===== src/rtl/sr_latch_monitor_if.sv =====
// sr_latch_monitor_if: observed latch controls/outputs in, monitor verdicts out.
interface sr_latch_monitor_if #(parameter int CNT_W = 8);
    logic             s, r, enable, q, qn, clear;
    logic             exp_q, exp_valid, mismatch, forbidden, forbidden_seen;
    logic [CNT_W-1:0] err_count;
    logic [1:0]       state;
    modport master (
        output s, r, enable, q, qn, clear,
        input  exp_q, exp_valid, mismatch, forbidden, forbidden_seen, err_count, state
    );
    modport slave (
        input  s, r, enable, q, qn, clear,
        output exp_q, exp_valid, mismatch, forbidden, forbidden_seen, err_count, state
    );
endinterface


===== src/rtl/sr_latch_monitor.sv =====
// sr_latch_monitor: models an SR latch from its registered controls and flags output errors.
module sr_latch_monitor #(
    parameter int CNT_W  = 8,
    parameter int SETTLE = 2
) (
    input logic              clk,
    input logic              rst_n,
    sr_latch_monitor_if.slave bus
);
    typedef enum logic [1:0] {UNKNOWN, STABLE, SETTLING, INVALID} state_t;
    localparam logic [3:0]       LOAD = 4'(SETTLE);
    localparam logic [CNT_W-1:0] MAX  = '1;
    state_t           r_state, w_state;
    logic             r_s, r_r, r_en, r_q, r_qn;
    logic             r_exp_q, w_exp_q, r_exp_valid;
    logic             r_mismatch, w_mismatch, r_forbidden, w_forbidden, r_fseen;
    logic [3:0]       r_cnt, w_cnt;
    logic [CNT_W-1:0] r_err;
    logic             w_set, w_rst, w_forb, w_cmd, w_chg, w_ok;
    assign w_set  = r_en & r_s & ~r_r;
    assign w_rst  = r_en & ~r_s & r_r;
    assign w_forb = r_en & r_s & r_r;
    assign w_cmd  = w_set | w_rst;
    assign w_chg  = w_cmd && (w_set != r_exp_q);
    assign w_ok   = (r_q == r_exp_q) && (r_qn == ~r_exp_q);
    always_comb begin
        w_state     = r_state;
        w_exp_q     = r_exp_q;
        w_cnt       = r_cnt;
        w_mismatch  = 1'b0;
        w_forbidden = 1'b0;
        if (w_forb) begin
            w_state     = INVALID;
            w_forbidden = r_state != INVALID;
            w_mismatch  = r_state == STABLE && !w_ok;
        end else begin
            case (r_state)
                UNKNOWN, INVALID: begin
                    if (w_cmd) begin
                        w_state = SETTLING;
                        w_exp_q = w_set;
                        w_cnt   = LOAD;
                    end else if (r_state == INVALID) begin
                        w_state = UNKNOWN;
                    end
                end
                STABLE: begin
                    w_mismatch = !w_ok;
                    if (w_chg) begin
                        w_state = SETTLING;
                        w_exp_q = w_set;
                        w_cnt   = LOAD;
                    end
                end
                default: begin
                    // a fresh target restarts the settle window
                    if (w_chg) begin
                        w_exp_q = w_set;
                        w_cnt   = LOAD;
                    end else if (w_ok) begin
                        w_state = STABLE;
                    end else if (r_cnt <= 4'd1) begin
                        w_state    = STABLE;
                        w_mismatch = 1'b1;
                        w_cnt      = 4'd0;
                    end else begin
                        w_cnt = r_cnt - 4'd1;
                    end
                end
            endcase
        end
    end
    always_ff @(posedge clk or negedge rst_n) begin
        if (!rst_n) begin
            {r_s, r_r, r_en, r_q, r_qn} <= '0;
            r_state     <= UNKNOWN;
            r_exp_q     <= 1'b0;
            r_exp_valid <= 1'b0;
            r_cnt       <= '0;
            r_mismatch  <= 1'b0;
            r_forbidden <= 1'b0;
            r_fseen     <= 1'b0;
            r_err       <= '0;
        end else begin
            {r_s, r_r, r_en, r_q, r_qn} <= {bus.s, bus.r, bus.enable, bus.q, bus.qn};
            r_state     <= w_state;
            r_exp_q     <= w_exp_q;
            r_exp_valid <= w_state == STABLE || w_state == SETTLING;
            r_cnt       <= w_cnt;
            r_mismatch  <= w_mismatch;
            r_forbidden <= w_forbidden;
            r_fseen     <= bus.clear ? 1'b0 : r_fseen | w_forbidden;
            r_err       <= bus.clear ? '0 : r_err + CNT_W'(w_mismatch && r_err != MAX);
        end
    end
    assign bus.exp_q          = r_exp_q;
    assign bus.exp_valid      = r_exp_valid;
    assign bus.mismatch       = r_mismatch;
    assign bus.forbidden      = r_forbidden;
    assign bus.forbidden_seen = r_fseen;
    assign bus.err_count      = r_err;
    assign bus.state          = r_state;
endmodule

===== src/flat_wrapper.sv =====
// flat-port wrapper written by rule: the top's interface ports become plain ports
module sr_latch_monitor_flat 
#(
    parameter int CNT_W  = 8,
    parameter int SETTLE = 2
)
  (clk, rst_n, bus_s, bus_r, bus_enable, bus_q, bus_qn, bus_clear, bus_exp_q, bus_exp_valid, bus_mismatch, bus_forbidden, bus_forbidden_seen, bus_err_count, bus_state);
  sr_latch_monitor_if #(.CNT_W(CNT_W)) bus_i ();
  input logic clk;
  input logic rst_n;
  input wire logic [$bits(bus_i.s)-1:0] bus_s;
  input wire logic [$bits(bus_i.r)-1:0] bus_r;
  input wire logic [$bits(bus_i.enable)-1:0] bus_enable;
  input wire logic [$bits(bus_i.q)-1:0] bus_q;
  input wire logic [$bits(bus_i.qn)-1:0] bus_qn;
  input wire logic [$bits(bus_i.clear)-1:0] bus_clear;
  output wire logic [$bits(bus_i.exp_q)-1:0] bus_exp_q;
  output wire logic [$bits(bus_i.exp_valid)-1:0] bus_exp_valid;
  output wire logic [$bits(bus_i.mismatch)-1:0] bus_mismatch;
  output wire logic [$bits(bus_i.forbidden)-1:0] bus_forbidden;
  output wire logic [$bits(bus_i.forbidden_seen)-1:0] bus_forbidden_seen;
  output wire logic [$bits(bus_i.err_count)-1:0] bus_err_count;
  output wire logic [$bits(bus_i.state)-1:0] bus_state;
  assign bus_i.s = bus_s;
  assign bus_i.r = bus_r;
  assign bus_i.enable = bus_enable;
  assign bus_i.q = bus_q;
  assign bus_i.qn = bus_qn;
  assign bus_i.clear = bus_clear;
  assign bus_exp_q = bus_i.exp_q;
  assign bus_exp_valid = bus_i.exp_valid;
  assign bus_mismatch = bus_i.mismatch;
  assign bus_forbidden = bus_i.forbidden;
  assign bus_forbidden_seen = bus_i.forbidden_seen;
  assign bus_err_count = bus_i.err_count;
  assign bus_state = bus_i.state;
  sr_latch_monitor #(.CNT_W(CNT_W), .SETTLE(SETTLE)) u_core (.clk(clk), .rst_n(rst_n), .bus(bus_i));
endmodule

===== config.mk =====
export PLATFORM = sky130hd
export DESIGN_NAME = sr_latch_monitor_flat
export DESIGN_NICKNAME = d
export VERILOG_FILES = /design/src/rtl/sr_latch_monitor_if.sv /design/src/rtl/sr_latch_monitor.sv /design/src/flat_wrapper.sv
export SDC_FILE = /design/constraint.sdc
export NUM_CORES = 1
export LEC_CHECK = 0
export BUFFER_PORTS_ARGS = -buffer_cell sky130_fd_sc_hd__clkbuf_2
export CORE_MARGIN = 2
export CORE_UTILIZATION = 46
export DETAILED_ROUTE_END_ITERATION = 7
export PLACE_DENSITY = 0.67
export SLEW_MARGIN = 20
export SYNTH_ARGS = -nofsm -noshare
export SYNTH_HDL_FRONTEND = slang
export SYNTH_SLANG_ARGS = --single-unit

===== constraint.sdc =====
create_clock -name clk -period 2.3 [get_ports clk]
set_clock_uncertainty 0.05 [all_clocks]
set_input_delay 0.345 -clock clk [delete_from_list [all_inputs] [get_ports clk]]
set_output_delay 0.345 -clock clk [all_outputs]
set_load 0.01 [all_outputs]

### After elaboration in Yosys (flattened, before gate mapping)

Index checks and enable logic that the tools add are counted.
W data, S select, Z words.

* add/sub/neg operators: 2
* multipliers: 0
* divide/modulo/power cells: 0
* magnitude comparators: 1
* equal/unequal tests: 12
* shift-type cells: 0
* muxes and demuxes: 25
* bitwise gates (word level): 11
* reductions and logical operators: 11

Operators with widths (number)
* $mux W4: 5
* $mux W2: 7
* $mux W1: 9
* $add A8 B1 Y8: 1
* $mux W8: 1
* $ne A8 B8 Y1 const B: 1
* $pmux W4 S2: 1
* $and A1 B1 Y1: 5
* $eq A2 B1 Y1 const B: 2
* $eq A2 B2 Y1 const B: 2
* $le A4 B1 Y1 const B: 1
* $logic_and A1 B1 Y1: 4
* $ne A2 B1 Y1 const B: 2
* $not A1 Y1: 4
* $pmux W2 S2: 1
* $reduce_and A4 Y1: 1
* $sub A4 B1 Y4 const B: 1
* $ne A3 B2 Y1 const B: 1
* $reduce_and A3 Y1: 1
* $eq A1 B1 Y1: 2
* $logic_not A2 Y1: 1
* $ne A2 B2 Y1 const B: 1
* $or A1 B1 Y1: 2
* $pmux W1 S2: 1
* other kinds (5): 5

* flip-flop bits (word level): 24
* bits in latches: 0
* memory bits (writable): 0
* bits in read-only memories: 0
* input port bits: 8
* output and inout bits: 15
* logic and storage cells: 75
* memories kept: 0

### Logic depth before layout (Yosys ltp)

* depth in word-level cells: 11
* gate-level depth with buffers: 12
* gate-level depth less buffers: 12

### Worst setup path after synthesis

Ideal clock, no wire load.

* path type: register -> register
* from: reg u_core.r_cnt[0]
* to: reg u_core.r_err[6] (netlist: u_core.bus.err_count[6])
* library setup time: 0.130 ns
* arrival time: 2.134 ns
* required time: 2.120 ns
* path slack: -0.014 ns
* stages on the path, launching flop included: 13
* buffers on the path: 0
* period minus slack after synthesis: 2.314 ns
* path through: dfrtp_1 -> inv_1 -> ha_1 -> or2_2 -> nand2_1 -> nor4_1 -> o21a_1 -> and2_1 -> ha_1 -> ha_1 -> nand3_1 -> xor2_1 -> nor2_1

* cells in the longest elaborated chain, start to end: 9

RTL lines
* start, declared: RTL line sr_latch_monitor.sv:17 `logic [3:0] r_cnt, w_cnt;`
* start signal, assigned: RTL line sr_latch_monitor.sv:89 `r_cnt <= w_cnt;`
* $le A4 B1 Y1: RTL line sr_latch_monitor.sv:62 `end else if (r_cnt <= 4'd1) begin`
* $mux W1: RTL line sr_latch_monitor.sv:62
* $mux W1: RTL line sr_latch_monitor.sv:60 `end else if (w_ok) begin`
* $mux W1: RTL line sr_latch_monitor.sv:57 `if (w_chg) begin`
* $pmux W1 S2: RTL line sr_latch_monitor.sv:37 `case (r_state)`
* $mux W1: RTL line sr_latch_monitor.sv:32 `if (w_forb) begin`
* via u_core.w_mismatch: RTL line sr_latch_monitor.sv:16 `logic r_mismatch, w_mismatch, r_forbidden, w_forbidden, r_fseen;`
* $logic_and A1 B1 Y1: RTL line sr_latch_monitor.sv:93 `r_err <= bus.clear ? '0 : r_err + CNT_W'(w_mismatch && r_err != MAX);`
* $add A8 B1 Y8: RTL line sr_latch_monitor.sv:93
* $mux W8: RTL line sr_latch_monitor.sv:93
* end signal, assigned: RTL line sr_latch_monitor.sv:93
* end, declared: RTL line sr_latch_monitor.sv:18 `logic [CNT_W-1:0] r_err;`

The timed path passes the listed nets, and every way through them passes these cells.
A chain may end at the register's enable or synchronous reset.

### Worst setup path in the final report

* from: reg u_core.r_cnt[1]
* to: reg u_core.r_err[4] (netlist: u_core.bus.err_count[4])

The elaborated chain is that of the path after synthesis.

==> flow_metrics.env <==
export IMPL_status="finished clean"
export IMPL_reg2reg_from="u_core.r_cnt[1]$_DFFE_PN0P_"
export IMPL_coreArea_mm2=0.00269
export IMPL_antenna_found_initial=0
export IMPL_irDropWorstVdd_mv=0.673
export IMPL_nNetsFinal=175
export IMPL_synth_top_cell_area_share_pct=47.5
export IMPL_wl_per_cell_um=13.4
export IMPL_clk_pin_slew_ns=0.13
export IMPL_synthArstFlopShare_pct=100
export IMPL_drt_pass1_iterations=4
export IMPL_die_height_um=56.4
export IMPL_initial_core_util_pct=47.0
export IMPL_grt_start_max_net_pins=25
export IMPL_synth_cell_types=42
export IMPL_drt_iter0_drc=23
export IMPL_route_vias_total=1002
export IMPL_fmax_mhz=459
export IMPL_hold_viol=0
export IMPL_synth_most_common_cell="dfrtp_1"
export IMPL_placed_cells=180
export IMPL_yosysWarnings=0
export IMPL_period_needed_ns=2.18
export IMPL_crit_end="u_core.bus.err_count[4]$_DFF_PN0_"
export IMPL_maxCapViolCount=0
export IMPL_post_route_cells_drive_above_1_share_pct=39.2
export IMPL_cts_made_buffers=3
export IMPL_cp_required_ns=2.48
export IMPL_power_density_mw_per_mm2=982
export IMPL_grtUsageTotal_pct=17.1
export IMPL_grt_pass1_vias=1000
export IMPL_crit_arrival_ns=2.35
export IMPL_die_area_mm2=0.00318
export IMPL_crit_path_frequent_cell="ha_4"
export IMPL_start_kind="flop"
export IMPL_num_io_pins=23
export IMPL_clock_sinks=24
export IMPL_gp_congestion=0.906
export IMPL_synth_cells=117
export IMPL_die_x_um=56.4
export IMPL_placed_area_mm2=0.00150
export IMPL_leakage_nw=0.774
export IMPL_finalPower_mw=1.62
export IMPL_h_tree_depth=1
export IMPL_postSynthAreaPerCell_um2=10.8
export IMPL_finalNonFillerCells=189
export IMPL_crit_type="reg2reg"
export IMPL_r2r_end="u_core.bus.err_count[4]$_DFF_PN0_"
export IMPL_areaGrowthSynthToFinish_pct=30.2
export IMPL_tns_ns=0
export IMPL_diodes=0
export IMPL_cp_max_fo=3
export IMPL_min_path_type="in2reg"
export IMPL_cts_tree="built"
export IMPL_worst_slack_ns=0.123
export IMPL_ant_nets=0
export IMPL_synth_top_area_cell="dfrtp_1"
export IMPL_via_per_inst=5.30
export IMPL_ctsRootBufferMaster="clkbuf_4"
export IMPL_remaining_drc_errors=0
export IMPL_num_rows=19
export IMPL_cp_cell_sequence="inv_2, ha_4, or2_4, nand2_2, nor4_2, o21a_1, and2_4, ha_4, ha_4, nand3_1, xor2_1, nor2_1"
export IMPL_hpwl_um=1840
export IMPL_critPathLaunch="u_core.r_cnt[1]$_DFFE_PN0P_"
export IMPL_io_buffers=22
export IMPL_whs_ns=0.0708
export IMPL_ys_flop_type="dfrtp_1"
export IMPL_tightest_slew_ns=0.585
export IMPL_grt_pass1_wl_um=4300
export IMPL_ys_ff_latch=24
export IMPL_synth_edf_count=0
export IMPL_clkLatencyLatePin_ns=0.32
export IMPL_synthTopCellsByArea="dfrtp_1 (48%), ha_1 (7.9%), nor2_1 (4.2%), xor2_1 (4.2%), nand3_1 (2.8%)"
export IMPL_final_util_pct=61.2
export IMPL_path_depth=12
export IMPL_routed_wl_um=2530
export IMPL_syn_cell_area_mm2=0.00126
export IMPL_cp_end_kind="flop"
export IMPL_rr_worst_depth=12
export IMPL_ys_seq_area_share_pct=47.5
export IMPL_grt_ovfl_total=0
export IMPL_synth_nets=133
export IMPL_cp_num_buf_inv=1
export IMPL_rrSetupSlack_ns=0.12
export IMPL_stdcell_area_mm2=0.00165
export IMPL_synth_top_cells_by_count="dfrtp_1 (24), nor2_1 (14), ha_1 (8), nand3_1 (7)"
export IMPL_finalSetupViolCount=0
export IMPL_ctsLongestPathBuffers=2
export IMPL_relSlewSlack_pct=61.0
export IMPL_dp_slack_ns=-0.0361
export IMPL_slew_violations=0
export IMPL_cpMaxStageDelayCell="dfrtp_1"
export IMPL_post_route_period_util_pct=94.7
export IMPL_rsz0062_at_grt="yes"
export IMPL_path_delay_family="simple AND/OR/NAND/NOR gates"
export IMPL_max_stage_delay_ns=0.42
==> worst register-to-register path: stages (launching register included) <==
cell and delay, ns:
dfrtp_1 0.42, inv_2 0.11, ha_4 0.15, or2_4 0.12
nand2_2 0.06, nor4_2 0.28, o21a_1 0.18, and2_4 0.15
ha_4 0.14, ha_4 0.14, nand3_1 0.09, xor2_1 0.15
nor2_1 0.05
==> state kept, by name (all words and copies together), names as in the netlist <==
signal,count
u_core.r_q,1
u_core.bus.forbidden_seen,1
u_core.r_r,1
u_core.r_s,1
u_core.r_en,1
u_core.bus.forbidden,1
u_core.bus.mismatch,1
u_core.bus.exp_valid,1
u_core.r_qn,1
u_core.bus.state,2
u_core.bus.exp_q,1
u_core.bus.err_count,8
u_core.r_cnt,4
==> final cells by class <==
| type | count | area, um2 |
|---|---|---|
| Timing Repair Buffer | 39 | 244 |
| Tap cell | 31 | 38.8 |
| Clock buffer | 4 | 36.3 |
| Fill cell | 229 | 1040 |
| Inverter | 6 | 22.5 |
| Multi-Input combinational cell | 85 | 703 |
| Sequential cell | 24 | 601 |
==> cell families (layout without fill, tap and decap cells) <==
kind of cell | after synthesis | after routing | share of synthesized area [%]
DFF | 24 | 24 | 47.5
AOI/OAI and AO/OA | 24 | 24 | 16.4
muxes | 1 | 1 | 0.891
and+or+nand+nor | 44 | 44 | 19.1
buffers and inverters | 8 | 49 | 2.47
adders and majority gates | 9 | 9 | 8.71
xor gates and xnor gates | 7 | 7 | 4.85
==> power by group <==
| part | switching (mW) | internal [mW] |
|---|---|---|
| combinational | 0.400 | 0.414 |
| clock | 0.129 | 0.0969 |
| sequential | 0.0721 | 0.504 |
| total | 0.601 | 1.01 |
==> worst min-delay path by stage <==
stage / from / to / slack, ns / depth (start not counted)
after floorplan: rst_n / u_core.bus.err_count[0]$_DFF_PN0_ / -0.0006 / 0
after global placement: rst_n / u_core.bus.forbidden$_DFF_PN0_ / 0.32 / 1
after detailed placement: rst_n / u_core.bus.forbidden$_DFF_PN0_ / 0.32 / 1
after CTS: bus_r / u_core.r_r$_DFF_PN0_ / 0.06 / 1
after global routing: bus_r / u_core.r_r$_DFF_PN0_ / 0.05 / 1
final: bus_r / u_core.r_r$_DFF_PN0_ / 0.07 / 1
==> placed cells by master (no fill, tap or decap), types with 2 or more instances in the layout <==
cell,instances
xor2_1,6
nand3_1,6
inv_1,4
clkbuf_2,22
and3_1,3
ha_1,3
inv_2,2
nor3_1,2
dfrtp_1,24
nor2_1,14
o21ai_0,2
clkbuf_4,3
a21oi_1,6
ha_4,4
a21boi_0,2
buf_4,15
nor2b_1,5
==> routing by layer <==
layer  vias to the layer above  track usage (%)  routed length, um
met2                        20             27.1               1150
met5                         -                0                  0
li1                        493                -                  -
met3                         5             3.00                 80
met4                         0             7.82                 48
met1                       484             22.9               1250
==> what timing repair did <==
action,CTS,global route
pin swaps,0,6
endpoints found under the setup margin,2,7
gates resized for setup,0,16
hold buffers,1,0
buffers inserted,1,3
endpoints found under the hold margin,24,0
Power figures use the tool's default switching activity.
